==> src/rtl/heading_stepper_if.sv <==
// Control pulses in, grid position / heading / motion vector out.
interface heading_stepper_if #(
  parameter int XW = 5,
  parameter int YW = 5
);
  logic          start;
  logic          pause;
  logic          turn_right;
  logic          turn_left;
  logic [XW-1:0] pos_x;
  logic [YW-1:0] pos_y;
  logic [1:0]    dir;
  logic [3:0]    motion;
  logic          step_pulse;
  logic          collide;

  modport master (
    output start, pause, turn_right, turn_left,
    input  pos_x, pos_y, dir, motion, step_pulse, collide
  );

  modport slave (
    input  start, pause, turn_right, turn_left,
    output pos_x, pos_y, dir, motion, step_pulse, collide
  );
endinterface

==> src/rtl/heading_stepper.sv <==
// Four-way heading controller with step timer and wrapping (x,y) counters; pos/dir/step_pulse update 1 clk after timer wrap.
// Define WALL_COLLIDE_EN to stop at grid edges (collide + HALT) instead of wrapping.
module heading_stepper #(
  parameter int COLS     = 32,
  parameter int ROWS     = 24,
  parameter int STEP_DIV = 4,
  parameter int INIT_X   = 0,
  parameter int INIT_Y   = 0,
  parameter int INIT_DIR = 0,
  localparam int XW = $clog2(COLS),
  localparam int YW = $clog2(ROWS),
  localparam int TW = $clog2(STEP_DIV)
) (
  input  logic             clk,
  input  logic             rstn,
  heading_stepper_if.slave hs
);

  typedef enum logic [1:0] {S_IDLE, S_RUN, S_PAUSE, S_HALT} state_t;

  localparam logic [1:0]    D_E   = 2'd0;
  localparam logic [1:0]    D_S   = 2'd1;
  localparam logic [1:0]    D_W   = 2'd2;
  localparam logic [1:0]    D_N   = 2'd3;
  localparam logic [XW-1:0] X_MAX = XW'(COLS - 1);
  localparam logic [YW-1:0] Y_MAX = YW'(ROWS - 1);
  localparam logic [TW-1:0] T_MAX = TW'(STEP_DIV - 1);

  state_t        state_q;
  logic [XW-1:0] pos_x_q, pos_x_d;
  logic [YW-1:0] pos_y_q, pos_y_d;
  logic [1:0]    dir_q, dir_d;
  logic [TW-1:0] timer_q;
  logic          pend_vld_q, pend_right_q;
  logic          step_pulse_q;
  logic          step_now;
  logic          turn_req;

  assign step_now = (state_q == S_RUN) && !hs.pause && (timer_q == T_MAX);
  // Opposite turns in the same cycle cancel out.
  assign turn_req = hs.turn_right ^ hs.turn_left;

  always_comb begin
    dir_d = dir_q;
    if (pend_vld_q) dir_d = pend_right_q ? dir_q + 2'd1 : dir_q - 2'd1;
    pos_x_d = pos_x_q;
    pos_y_d = pos_y_q;
    case (dir_d)
      D_E: pos_x_d = (pos_x_q == X_MAX) ? '0 : pos_x_q + 1'b1;
      D_W: pos_x_d = (pos_x_q == '0) ? X_MAX : pos_x_q - 1'b1;
      D_S: pos_y_d = (pos_y_q == Y_MAX) ? '0 : pos_y_q + 1'b1;
      default: pos_y_d = (pos_y_q == '0) ? Y_MAX : pos_y_q - 1'b1;
    endcase
  end

`ifdef WALL_COLLIDE_EN
  logic collide_q;
  logic wall_hit;
  assign wall_hit = ((dir_d == D_E) && (pos_x_q == X_MAX)) ||
                    ((dir_d == D_W) && (pos_x_q == '0))    ||
                    ((dir_d == D_S) && (pos_y_q == Y_MAX)) ||
                    ((dir_d == D_N) && (pos_y_q == '0));
  assign hs.collide = collide_q;
`else
  assign hs.collide = 1'b0;
`endif

  always_ff @(posedge clk or negedge rstn) begin
    if (!rstn) begin
      state_q      <= S_IDLE;
      pos_x_q      <= XW'(INIT_X);
      pos_y_q      <= YW'(INIT_Y);
      dir_q        <= 2'(INIT_DIR);
      timer_q      <= '0;
      pend_vld_q   <= 1'b0;
      pend_right_q <= 1'b0;
      step_pulse_q <= 1'b0;
`ifdef WALL_COLLIDE_EN
      collide_q    <= 1'b0;
`endif
    end else begin
      step_pulse_q <= 1'b0;
      if (hs.start) begin
        state_q      <= S_RUN;
        pos_x_q      <= XW'(INIT_X);
        pos_y_q      <= YW'(INIT_Y);
        dir_q        <= 2'(INIT_DIR);
        timer_q      <= '0;
        pend_vld_q   <= 1'b0;
        pend_right_q <= 1'b0;
`ifdef WALL_COLLIDE_EN
        collide_q    <= 1'b0;
`endif
      end else begin
        case (state_q)
          S_RUN: begin
            if (hs.pause) begin
              state_q <= S_PAUSE;
            end else if (step_now) begin
              timer_q      <= '0;
              dir_q        <= dir_d;
              step_pulse_q <= 1'b1;
`ifdef WALL_COLLIDE_EN
              if (wall_hit) begin
                collide_q <= 1'b1;
                state_q   <= S_HALT;
              end else begin
                pos_x_q <= pos_x_d;
                pos_y_q <= pos_y_d;
              end
`else
              pos_x_q <= pos_x_d;
              pos_y_q <= pos_y_d;
`endif
            end else begin
              timer_q <= timer_q + 1'b1;
            end
          end
          S_PAUSE: if (!hs.pause) state_q <= S_RUN;
          default: ;
        endcase

        // Step cycle consumes the pending turn; a turn in that same cycle waits for the next step.
        if (state_q == S_RUN || state_q == S_PAUSE) begin
          if (step_now) begin
            pend_vld_q   <= turn_req;
            pend_right_q <= hs.turn_right;
          end else if (!pend_vld_q && turn_req) begin
            pend_vld_q   <= 1'b1;
            pend_right_q <= hs.turn_right;
          end
        end
      end
    end
  end

  always_comb begin
    hs.motion = 4'b0000;
    if (state_q == S_RUN) begin
      case (dir_q)
        D_E:     hs.motion = 4'b0011;
        D_W:     hs.motion = 4'b0001;
        D_S:     hs.motion = 4'b1100;
        default: hs.motion = 4'b0100;
      endcase
    end
  end

  assign hs.pos_x      = pos_x_q;
  assign hs.pos_y      = pos_y_q;
  assign hs.dir        = dir_q;
  assign hs.step_pulse = step_pulse_q;

endmodule

==> src/flat_wrapper.sv <==
// flat-port wrapper written by rule: the top's interface ports become plain ports
module heading_stepper_flat 
#(
  parameter int COLS     = 32,
  parameter int ROWS     = 24,
  parameter int STEP_DIV = 4,
  parameter int INIT_X   = 0,
  parameter int INIT_Y   = 0,
  parameter int INIT_DIR = 0,
  localparam int XW = $clog2(COLS),
  localparam int YW = $clog2(ROWS),
  localparam int TW = $clog2(STEP_DIV)
)
  (clk, rstn, hs_start, hs_pause, hs_turn_right, hs_turn_left, hs_pos_x, hs_pos_y, hs_dir, hs_motion, hs_step_pulse, hs_collide);
  heading_stepper_if #(.XW(($clog2(COLS))), .YW(($clog2(ROWS)))) hs_i ();
  input  logic clk;
  input  logic rstn;
  input wire logic [$bits(hs_i.start)-1:0] hs_start;
  input wire logic [$bits(hs_i.pause)-1:0] hs_pause;
  input wire logic [$bits(hs_i.turn_right)-1:0] hs_turn_right;
  input wire logic [$bits(hs_i.turn_left)-1:0] hs_turn_left;
  output wire logic [$bits(hs_i.pos_x)-1:0] hs_pos_x;
  output wire logic [$bits(hs_i.pos_y)-1:0] hs_pos_y;
  output wire logic [$bits(hs_i.dir)-1:0] hs_dir;
  output wire logic [$bits(hs_i.motion)-1:0] hs_motion;
  output wire logic [$bits(hs_i.step_pulse)-1:0] hs_step_pulse;
  output wire logic [$bits(hs_i.collide)-1:0] hs_collide;
  assign hs_i.start = hs_start;
  assign hs_i.pause = hs_pause;
  assign hs_i.turn_right = hs_turn_right;
  assign hs_i.turn_left = hs_turn_left;
  assign hs_pos_x = hs_i.pos_x;
  assign hs_pos_y = hs_i.pos_y;
  assign hs_dir = hs_i.dir;
  assign hs_motion = hs_i.motion;
  assign hs_step_pulse = hs_i.step_pulse;
  assign hs_collide = hs_i.collide;
  heading_stepper #(.COLS(COLS), .ROWS(ROWS), .STEP_DIV(STEP_DIV), .INIT_X(INIT_X), .INIT_Y(INIT_Y), .INIT_DIR(INIT_DIR)) u_core (.clk(clk), .rstn(rstn), .hs(hs_i));
endmodule
==> config.mk <==
export PLATFORM = sky130hd
export DESIGN_NAME = heading_stepper_flat
export DESIGN_NICKNAME = d
export VERILOG_FILES = /design/src/rtl/heading_stepper_if.sv /design/src/rtl/heading_stepper.sv /design/src/flat_wrapper.sv
export SDC_FILE = /design/constraint.sdc
export NUM_CORES = 1
export LEC_CHECK = 0
export ABC_AREA = 1
export ABC_CLOCK_PERIOD_IN_PS = 3000
export CAP_MARGIN = 20
export CORE_MARGIN = 10
export CORE_UTILIZATION = 50
export DETAILED_ROUTE_END_ITERATION = 10
export PLACE_DENSITY_LB_ADDON = 0.25
export SYNTH_ARGS = -nofsm -noshare
export SYNTH_HDL_FRONTEND = slang
export SYNTH_SLANG_ARGS = --single-unit
==> constraint.sdc <==
create_clock -name clk -period 3 [get_ports clk]
set_input_delay 0.6 -clock clk [delete_from_list [all_inputs] [get_ports clk]]
set_output_delay 0.6 -clock clk [all_outputs]
set_load 0.01 [all_outputs]
* Yosys cells after proc, flatten, opt, wreduce, memory -nomap -nowiden *
Cells that the tools add are included.

cells by class
  bitwise gates (word level) = 1
  reduce and logical (&&, ||, !) cells = 23
  eq/ne operators = 13
  add/sub/neg operators = 7
  muxes and demuxes = 42

operators by type and width
  kind                                                    number
  2-to-1 mux 5 bit                                        12
  2-to-1 mux 2 bit                                        13
  one-hot mux 5 bit (2 select lines)                      2
  2-to-1 mux 1 bit                                        12
  one-hot mux 4 bit (3 select lines)                      1
  adder 5 x 1 -> 5 bit (second input constant)            2
  == test 5 bit (second input constant)                   2
  logical NOT 5 bit                                       2
  subtractor 5 x 1 -> 5 bit (second input constant)       2
  nonzero test 3 bit                                      3
  == test 2 bit (second input constant)                   4
  AND reduction 4 bit                                     2
  == test 2 x 1 -> 1 bit (second input constant)          3
  inequality test 3 bit (second input constant)           2
  AND reduction 3 bit                                     2
  nonzero test 2 bit                                      3
  adder 2 x 1 -> 2 bit (second input constant)            2
  logical NOT 2 bit                                       2
  2-to-1 mux 4 bit                                        1
  one-hot mux 2 bit (2 select lines)                      1
  AND reduction 2 bit                                     2
  logical AND 1 bit                                       3
  logical NOT 1 bit                                       2
  inequality test 2 x 1 -> 1 bit (second input constant)  1
  5 further kinds                                         5

word-level totals
  input port bits = 6
  bits in registers = 19
  logic and storage cells = 94
  output and inout port bits = 18

* Depth between registers and ports, before layout *
Gate-level depths: netlist of run 1.

  depth in word-level cells = 10
  gate-level depth with buffers = 11
  gate-level depth less buffers = 11

* Least setup slack after synthesis of run 1 *
No wires, ideal clock.

  path kind = register to register
  from = register u_core.dir_q[0], in the netlist u_core.hs.dir[0]
  to = register u_core.pos_y_q[1], in the netlist u_core.hs.pos_y[1]
  clock period less this slack = 1.708 ns
  stages on the path, launching flop included = 11
  data arrival time = 1.592 ns
  slack = 1.292 ns
  setup time = 0.116 ns
  path buffers = 0
  required time = 2.884 ns
  path through = dfrtp_1 inv_1 ha_1 nand2_1 nand2_1 nand2_1 nand2_1 nand2_1 nand3_1 nand2_1 nand2_1

between the ends
  longest elaborated chain between the ends = 10
  elaborated cells between the ends (all ways) = 15
  classes of those cells = add/sub (2); eq/ne (3); mux (7); reduce/logical (3)

RTL lines
  what                                                               line                    text
  from (decl)                                                        heading_stepper.sv:32   logic [1:0] dir_q, dir_d;
  from (signal assigned)                                             heading_stepper.sv:73   dir_q <= 2'(INIT_DIR);
  from (signal assigned)                                             heading_stepper.sv:87   dir_q <= 2'(INIT_DIR);
  from (signal assigned)                                             heading_stepper.sv:101  dir_q <= dir_d;
  subtractor 2 x 1 -> 2 bit or adder 2 x 1 -> 2 bit (tied branches)  heading_stepper.sv:45   if (pend_vld_q) dir_d = pend_right_q ? dir_q + 2'd1 : dir_q - 2'd1;
  2-to-1 mux 2 bit                                                   heading_stepper.sv:45
  2-to-1 mux 2 bit (*)                                               heading_stepper.sv:45
  == test 2 bit or logical NOT 2 bit (tied branches)                 heading_stepper.sv:48   case (dir_d)
  OR reduction 2 bit (no line)                                       n/a
  one-hot mux 5 bit (2 select lines)                                 heading_stepper.sv:48
  2-to-1 mux 5 bit                                                   heading_stepper.sv:99   end else if (step_now) begin
  2-to-1 mux 5 bit                                                   heading_stepper.sv:97   if (hs.pause) begin
  2-to-1 mux 5 bit                                                   heading_stepper.sv:95   case (state_q)
  2-to-1 mux 5 bit                                                   heading_stepper.sv:83   if (hs.start) begin
  to (signal assigned)                                               heading_stepper.sv:72   pos_y_q <= YW'(INIT_Y);
  to (signal assigned)                                               heading_stepper.sv:86   pos_y_q <= YW'(INIT_Y);
  to (signal assigned)                                               heading_stepper.sv:113  pos_y_q <= pos_y_d;
  to (decl)                                                          heading_stepper.sv:31   logic [YW-1:0] pos_y_q, pos_y_d;

Every way passes the cells marked *; elsewhere a longest branch is shown, timed or not. The select of a mux whose other input is x is not followed.
A chain may end at the register's enable or synchronous reset.

* Worst setup path after layout of run 1 *
  from = register u_core.state_q[1]
  to = output hs_motion[0]

between the ends
  longest elaborated chain between the ends = 2

RTL lines
  what                    line                    text
  from (decl)             heading_stepper.sv:29   state_t state_q;
  from (signal assigned)  heading_stepper.sv:70   state_q <= S_IDLE;
  from (signal assigned)  heading_stepper.sv:84   state_q <= S_RUN;
  from (signal assigned)  heading_stepper.sv:98   state_q <= S_PAUSE;
  == test 2 x 1 -> 1 bit  heading_stepper.sv:139  if (state_q == S_RUN) begin
  2-to-1 mux 4 bit        heading_stepper.sv:139
  to (decl)               flat_wrapper.sv:25      output wire logic [$bits(hs_i.motion)-1:0] hs_motion;

Every way passes these cells.

==> out/qor.yml, run 1 <==
timing.clock.skew_ps: 4.995
gp_congestion: 0.8664
nets: 252
clkTransAtPathRegs_ps: 110
finalHoldViolCount: 0
setup_viol: 0
hp-class: "reg2reg"
rsz0062_at_grt: "false"
num_rows: 19
antenna_left: 0
port_buffers: 22
grt_antenna_before_repair: 0
cellPowerDensity_mw_per_mm2: 371.3
drt_iter0_drc: 69
clock_sinks: 19
start_util_pct: 52.45
synthCells: 209
slew_viol_final: 0
max_freq_ghz: 0.4018
p_sw_share_pct: 35.52
ys_types: 23
cts_buffers: 3
yosysTopAreaCell: "dfrtp_1"
clock-root-buffer: "clkbuf_4"
synth_nets: 229
min_period_over_period_pct: 82.97
status: "completed"
via_per_inst: 5.164
cp_max_fo: 7
max_cap_viol_count: 0
layout.cells.non_filler: 262
yosys-top-cells-count: "66 x nand2_1, 31 x nand3_1, 28 x inv_1, 19 x dfrtp_1"
seq_area_frac_synth_pct: 32.87
p_comb_share_pct: 32.9
core_mm2: 0.002758
num_vias: 1353
ys_warn_count: 0
h-tree-depth: 1
synth_area_mm2: 0.001446
route.detailed.drc: 0
required_ps: 2400
critPathLaunchType: "flop"
synthFlopType: "dfrtp_1"
place_area_mm2: 0.001684
routedWlPerCell_um: 11.94
track_usage_pct: 12.55
die-area_mm2: 0.005444
grt_max_degree: 20
slew_headroom_pct: 41.61
critPathArrivalTime_ps: 1890
hpwl_um: 2442
irDropWorstVdd_uv: 418.9
fillers: 272
endpoint_kind: "output pin"
grt_pass1_vias: 1281
ctsResizeCount: 0
synth_top_area_share_pct: 32.87
clock_power_share_pct: 20.9
gr-total-overflow: 0
routed_wl_um: 3129
switching_power_w: 0.0002256
cts_tree: "built"
dp_slack_ps: 833.1
power.internal_w: 0.0004096
insertion_delay_ps: 310
drive_gt1_share_pct: 2.597
setup_ws_ps: 511.0
crit_type: "reg2out"
syn_avg_cell_area_um2: 6.921
die_w_um: 73.79
async_reset_ff_share_pct: 100.0
dp_cells: 258
ys_ff_latch: 19
first_pass_iters: 4
ys_top_cells_by_area: "dfrtp_1 33%, nand2_1 17%, ha_1 12%"
worstMarginPinSlew_ps: 873.1
period_needed_ps: 2489
final_area_mm2: 0.001710
seqPwrFrac_pct: 46.1
static-leakage-power_nw: 0.8898
final.setup.tns_ps: 0
yosysMostFrequentCell: "nand2_1"
io_pins: 24
synth_edf_count: 0
chipHeight_um: 73.79
antenna_cells: 0
grt_first_pass_wirelength_um: 5644
holdBufCountCts: 0
cts_buffer_depth: 2
area_delta_synth_final_pct: 18.25
postCtsSetupBuffers: 0
[metal layers]
layer  wire, um  part of all wire (%)  vias to the layer above  GRT usage, %
met3        198                   6.3                        4         4.307
met5          0                     0                        -             0
met4         33                   1.1                        0         3.520
met1       1453                    46                      604         15.27
met2       1444                    46                       30         20.36
li1           -                     -                      715             -
[flip-flops by register name (all words and copies together), names as in the netlist]
signal                flops
u_core.pend_vld_q         1
u_core.hs.pos_y           5
u_core.hs.dir             2
u_core.timer_q            2
u_core.pend_right_q       1
u_core.hs.step_pulse      1
u_core.hs.pos_x           5
u_core.state_q            2
[path summary, 6_finish.rpt]
kind / start / endpoint / slack (ps) / cells after the start
worst max-delay path: u_core.state_q[1] / hs_motion[0] / 510 / 5
worst min-delay path: u_core.timer_q[0] / u_core.timer_q[0] / 520 / 1
worst max register to register: u_core.hs.dir[0] / u_core.hs.pos_y[2] / 1070 / 11
worst min register to register: u_core.timer_q[0] / u_core.timer_q[0] / 520 / 1
max in group asynchronous: rstn / u_core.hs.pos_x[2] / 1690 / 1
min in group asynchronous: rstn / u_core.pend_vld_q / 780 / 1
[cell usage in the layout, fill, tap and decap left out]
cell | Yosys | final
a21oi_1 | 4 | 4
clkbuf_1 | 1 | 1
clkbuf_4 | 0 | 3
clkdlybuf4s50_1 | 0 | 22
conb_1 | 1 | 1
dfrtp_1 | 19 | 19
ha_1 | 14 | 14
inv_1 | 28 | 28
nand2_1 | 66 | 66
nand3_1 | 31 | 31
nand3_2 | 1 | 1
nand3b_1 | 2 | 2
nand4_1 | 6 | 6
nor2_1 | 14 | 14
nor3_1 | 2 | 2
o21a_1 | 1 | 1
o21ai_0 | 8 | 8
o21ai_1 | 1 | 1
o31ai_1 | 1 | 1
or2_2 | 1 | 1
xnor2_1 | 4 | 4
xor2_2 | 1 | 1
[critical path, cell delays in order, from the launching register on]
cell and delay (ps):
dfrtp_1 400, inv_1 70, ha_1 290, inv_1 90
nor3_1 160, clkdlybuf4s50_1 560
[power by group through the flow]
stage               combinational (W)  sequential, W  clock (W)
floorplan                    0.000142       0.000295          0
global placement             0.000209       0.000298          0
detailed placement           0.000210       0.000298          0
CTS                          0.000212       0.000293   0.000139
global route                 0.000240       0.000295   0.000152
finish                       0.000209       0.000293   0.000133
[cells by family after synthesis]
group           after synthesis  synth area share, %
flops                        19                32.87
xor+xnor                      5                3.547
fa+ha+maj                    14                12.11
simple gates                123                36.94
compound gates               15                5.537
buf+inv                      32                8.736
other cells                   1               0.2593
[stage by stage]
step / power, W / hold WS (ps) / utilization (%)
after floorplan: 0.0004366 / 304.4 / -
after global placement: 0.0005071 / 508.0 / 61.07
after detailed placement: 0.0005087 / 497.6 / 61.07
after CTS: 0.0006441 / 516.4 / 62.02
after global routing: 0.0006869 / 539.4 / 62.02
final: 0.0006351 / 522.0 / 62.02
[area by class of cell]
type                       instances  area (um^2)  area share [%]
clock buffer                       4        26.28           1.536
multi-input combinational        158        844.6           49.38
timing repair buffer              22        220.2           12.87
sequential                        19        475.5           27.80
inverter                          28        105.1           6.145
tap                               31        38.79           2.268
Power figures use the tool's default switching activity.
==> run 2, diff against run 1 <==
Settings changed: ABC_CLOCK_PERIOD_IN_PS 3000 to 2500.
Clock period 3 ns to 2.5 ns, I/O delays scaled along.
==> run 2 against run 1 <==
  * Worst hold slack about the same
  * Utilization rose by 0.64 points
  * Final cell count up 0.76%
  * Die area unchanged
  * Flip-flop and latch count unchanged
  * Critical path type unchanged
  * Largest cell class unchanged
  * Highest routed layer unchanged
==> out/qor.yml, run 2 (synthesis results as in run 1) <==
gp_congestion: 0.8624  # was 0.8664
cellPowerDensity_mw_per_mm2: 444.3  # was 371.3 mW/mm^2
hold_ws_ps: 522.1  # was 522.0 ps
postCtsSetupBuffers: 0  # unchanged
min_period_over_period_pct: 93.97
final.setup.tns_ps: 0  # unchanged
p_sw_share_pct: 35.64  # was 35.52%
power.internal_w: 0.0004941  # was 0.0004096 W
cpMaxStageDelayCell: "clkdlybuf4s50_1"  # unchanged
final_common_cell: "nand2_1"  # unchanged
dp_slack_ps: 451.7  # was 833.1 ps
worstMarginPinSlew_ps: 626.3  # was 873.1 ps
die_w_um: 73.79  # unchanged
final_cell_mix: "66 x nand2_1, 31 x nand3_1, 28 x inv_1"  # unchanged
grt_first_pass_wirelength_um: 5644  # unchanged
antenna_left: 0  # unchanged
h-tree-depth: 1  # unchanged
clock_power_share_pct: 21.0  # was 20.9%
gr-total-overflow: 0  # unchanged
route.detailed.drc: 0  # unchanged
status: "completed"  # unchanged
start_util_pct: 52.45  # unchanged
cts_tree: "built"  # unchanged
num_vias: 1378  # was 1353
cts_buffer_depth: 2  # unchanged
holdBufCountCts: 0  # unchanged
clock-root-buffer: "clkbuf_4"  # unchanged
hpwl_um: 2443  # was 2442 um
seqPwrFrac_pct: 45.9  # was 46.1%
core_mm2: 0.002758  # unchanged
grt_pass1_vias: 1278  # was 1281
chipHeight_um: 73.79  # unchanged
routed_wl_um: 3165  # was 3129 um
crit_buf_inv: 2  # was 3
critPathArrivalTime_ps: 1850  # was 1890 ps
die-area_mm2: 0.005444  # unchanged
clock_sinks: 19  # unchanged
switching_power_w: 0.0002736  # was 0.0002256 W
place_area_mm2: 0.001699  # was 0.001684 mm^2
cpPeakStageDelay_ps: 560  # about the same
drive_gt1_share_pct: 3.863  # was 2.597%
period_needed_ps: 2349
rsz0062_at_grt: "false"  # unchanged
finalHoldViolCount: 0  # unchanged
slew_viol_final: 0  # unchanged
endpoint_kind: "output pin"  # unchanged
io_pins: 24  # unchanged
max_freq_ghz: 0.4257
ctsResizeCount: 0  # unchanged
critPathLaunchType: "flop"  # unchanged
cts_buffers: 3  # unchanged
p_total_w: 0.0007677  # was 0.0006351 W
grt_max_degree: 20  # unchanged
final_area_mm2: 0.001728  # was 0.001710 mm^2
num_rows: 19  # unchanged
nets: 254  # was 252
required_ps: 2000  # was 2400 ps
insertion_delay_ps: 300  # was 310 ps
first_pass_iters: 4  # unchanged
crit_family: "buffers and inverters"  # unchanged
crit_type: "reg2out"  # unchanged
antenna_cells: 0  # unchanged
p_comb_share_pct: 33.1  # was 32.9%
setup_viol: 0  # unchanged
routedWlPerCell_um: 11.99  # was 11.94 um
drt_iter0_drc: 75  # was 69
timing.clock.skew_ps: 3.993  # was 4.995 ps
port_buffers: 22  # unchanged
static-leakage-power_nw: 0.8989  # was 0.8898 nW
grt_antenna_before_repair: 0  # unchanged
slew_headroom_pct: 57.81  # was 41.61%
max_cap_viol_count: 0  # unchanged
via_per_inst: 5.220  # was 5.164
area_delta_synth_final_pct: 19.46  # was 18.25%
track_usage_pct: 12.54  # was 12.55%
cp_max_fo: 7  # unchanged
path_cells: "inv_1 -> ha_1 -> nor2_1 -> nor3_1 -> clkdlybuf4s50_1"  # was inv_1 -> ha_1 -> inv_1 -> nor3_1 -> clkdlybuf4s50_1
hp-class: "in2async"  # was reg2reg
setup_ws_ps: 150.8  # was 511.0 ps
irDropWorstVdd_uv: 371.4  # was 418.9 uV
clkTransAtPathRegs_ps: 110  # about the same
-- run 2: worst register-to-register path, cell delays in order, from the launching register on --
cell and delay, ps:
dfrtp_1 520, inv_1 160, ha_1 340, inv_1 60, nand2_1 40, nand2_1 50
nand2_1 90, nand2_1 230, nand2_1 160, nand3_1 110, nand2_1 60, nand2_1 50
-- run 2: worst paths after layout --
kind | slack, ps | from | cells after the start | end
max in group asynchronous | 1760 | rstn | 2 | u_core.state_q[0]
worst min-delay path | 520 | rstn | 2 | u_core.hs.pos_x[1]
worst max register to register | 580 | u_core.hs.dir[0] | 11 | u_core.hs.pos_y[1]
worst max-delay path | 150 | u_core.hs.dir[0] | 5 | hs_motion[0]
min in group clk | 530 | u_core.timer_q[0] | 1 | u_core.timer_q[0]
worst min register to register | 530 | u_core.timer_q[0] | 1 | u_core.timer_q[0]
-- run 2: layout make-up --
cell class                 instances  area, um^2
fill                             255        1030
sequential                        19       475.5
clock buffer                       4       26.28
timing repair buffer              24       235.2
inverter                          28       105.1
tap                               31       38.79
multi-input combinational        158       847.1
-- run 2: through the flow --
step / utilization, % / std cells
final: 62.66 / 264
after global routing: 62.66 / 264
after CTS: 62.57 / 264
after detailed placement: 61.62 / 260
after global placement: 61.62 / 260
after floorplan: - / 209
-- run 2: per-layer routing --
layer / wire length, um / part of all wire [%] / track usage (%)
met1: 1512 / 48 / 15.41
met2: 1461 / 46 / 20.64
met3: 172 / 5.4 / 3.499
met4: 19 / 0.60 / 3.727
met5: 0 / 0 / 0
-- run 2: power by group through the flow --
stage	registers (W)	logic, W	clock network, W
3_5_place_dp	0.000358	0.000254	0
5_1_grt	0.000356	0.000291	0.000179
4_1_cts	0.000352	0.000256	0.000169
3_3_place_gp	0.000357	0.000252	0
6_report	0.000352	0.000254	0.000161
2_1_floorplan	0.000354	0.000170	0
==> run 3, diff against run 2 <==
Settings changed: CORE_UTILIZATION 50 to 53, PLACE_DENSITY from default to 0.8, PLACE_DENSITY_LB_ADDON 0.25 to default.
==> run 3 against run 2 <==
  * Non-clock buffer count decreased by 1
  * Cell area is 0.36% lower
  * Combinational power grew 2%
  * Count of clock-buffer cells in the layout shrank 1
  * Worst hold slack better by 5.9 ps
  * Critical path type unchanged
  * Sequential power is essentially flat
  * Setup slack improved by 28 ps
  * First-iteration DRC count decreased by 4.0%
  * Clock skew is 3.3 ps higher
  * Sequential share of layout area is 0.17 points higher
==> out/qor.yml, run 3 (synthesis results as in run 1) <==
cts_tree: "built"  # unchanged
clock-root-buffer: "clkbuf_4"  # unchanged
grt_antenna_before_repair: 0  # unchanged
drt_iter0_drc: 72  # was 75
max_cap_viol_count: 0  # unchanged
hp-class: "in2async"  # unchanged
antenna_cells: 0  # unchanged
chipHeight_um: 72.24  # was 73.79 um
clkTransAtPathRegs_ps: 110  # about the same
required_ps: 2000  # about the same
final.setup.tns_ps: 0  # unchanged
io_pins: 24  # unchanged
cellPowerDensity_mw_per_mm2: 444.9  # was 444.3 mW/mm^2
max_freq_ghz: 0.4308  # was 0.4257 GHz
hpwl_um: 2576  # was 2443 um
critPathLaunchType: "flop"  # unchanged
final_area_mm2: 0.001722  # was 0.001728 mm^2
setup_viol: 0  # unchanged
first_pass_iters: 4  # unchanged
start_util_pct: 56.83  # was 52.45%
die_w_um: 72.24  # was 73.79 um
endpoint_kind: "output pin"  # unchanged
num_vias: 1392  # was 1378
num_rows: 18  # was 19
min_period_over_period_pct: 92.85  # was 93.97%
grt_pass1_vias: 1308  # was 1278
core_mm2: 0.002545  # was 0.002758 mm^2
gr-total-overflow: 0  # unchanged
cts_buffers: 3  # unchanged
status: "completed"  # unchanged
worstMarginPinSlew_ps: 568.3  # was 626.3 ps
routedWlPerCell_um: 12.73  # was 11.99 um
use_met3_pct: 4.354  # was 3.499%
crit_type: "reg2out"  # unchanged
place_area_mm2: 0.001690  # was 0.001699 mm^2
nets: 253  # was 254
cp_max_fo: 7  # unchanged
grt_max_degree: 20  # unchanged
die-area_mm2: 0.005219  # was 0.005444 mm^2
drive_gt1_share_pct: 4.310  # was 3.863%
final_cell_mix: "66 x nand2_1, 31 x nand3_1, 28 x inv_1"  # unchanged
slew_headroom_pct: 61.72  # was 57.81%
fillers: 224  # was 255
routed_wl_um: 3336  # was 3165 um
grt_first_pass_wirelength_um: 5671  # was 5644 um
route.detailed.drc: 0  # unchanged
slew_viol_final: 0  # unchanged
track_usage_pct: 13.23  # was 12.54%
insertion_delay_ps: 300  # about the same
gp_congestion: 0.9298  # was 0.8624
dp_cells: 258  # was 260
finalHoldViolCount: 0  # unchanged
clock_sinks: 19  # unchanged
h-tree-depth: 1  # unchanged
port_buffers: 22  # unchanged
via_per_inst: 5.313  # was 5.220
static-leakage-power_nw: 0.8945  # was 0.8989 nW
rsz0062_at_grt: "false"  # unchanged
period_needed_ps: 2321  # was 2349 ps
irDropWorstVdd_uv: 517.6  # was 371.4 uV
holdBufCountCts: 0  # unchanged
use_met2_pct: 24.88  # was 20.64%
layout.cells.non_filler: 262  # was 264
area_delta_synth_final_pct: 19.03  # was 19.46%
critPathArrivalTime_ps: 1820  # was 1850 ps
cts_buffer_depth: 2  # unchanged
final_common_cell: "nand2_1"  # unchanged
grt.busiest_layer: "met2"  # unchanged
grt_util_met1_pct: 13.55  # was 15.41%
antenna_left: 0  # unchanged
timing.clock.skew_ps: 7.251  # was 3.993 ps
==> run 3: area by class of cell <==
cell class	count	area (um^2)	area share, %
multi-input cells	158	847.1	49.20
flip-flops and latches	19	476.7	27.69
repair buffers	23	227.7	13.23
inverters	28	105.1	6.105
well taps	30	37.54	2.180
clock buffers	3	22.52	1.308
clock inverters	1	5.005	0.2907
==> run 3: worst paths after layout <==
kind | from | cells after the start | to | slack [ps]
worst max register to register | u_core.hs.dir[0] | 11 | u_core.hs.pos_x[4] | 610
max in group asynchronous | rstn | 2 | u_core.hs.dir[0] | 1750
worst max-delay path | u_core.hs.dir[0] | 5 | hs_motion[0] | 180
min in group clk | u_core.timer_q[0] | 1 | u_core.timer_q[0] | 530
worst min-delay path | rstn | 2 | u_core.pend_vld_q | 530
worst min register to register | u_core.timer_q[0] | 1 | u_core.timer_q[0] | 530
==> run 3: stage by stage <==
step / utilization (%) / worst slack, ps / power (W) / hold slack [ps]
finish: 67.65 / 178.7 / 0.0007659 / 528.0
CTS: 67.50 / 109.0 / 0.0007672 / 531.6
global placement: 66.42 / 461.0 / 0.0005994 / 489.3
floorplan: - / 791.9 / 0.0005239 / 204.4
detailed placement: 66.42 / 455.0 / 0.0006112 / 518.8
global route: 67.65 / 42.19 / 0.0008216 / 519.5
==> run 3: routing by layer <==
metal	vias up	wire length, um
met5	-	0
met4	0	53
met3	6	172
met2	39	1735
met1	633	1374
li1	714	-
==> run 3: report_power, final <==
part           total, W  switching, W  internal [W]
Clock          0.000155     0.0000955     0.0000596
Sequential     0.000352     0.0000220      0.000330
Combinational  0.000258      0.000157      0.000102
Total          0.000766      0.000274      0.000492
==> run 3: worst max-delay path, cell delays in order, from the launching register on <==
cell and delay [ps]:
dfrtp_2 490, inv_1 150, ha_1 160, nor2_1 40
nor3_1 120, clkdlybuf4s50_1 560
==> run 3: what timing repair did <==
action / CTS / global route
endpoints found under the setup margin: 0 / 1
gates resized for setup: 0 / 2
buffers inserted: 0 / 0
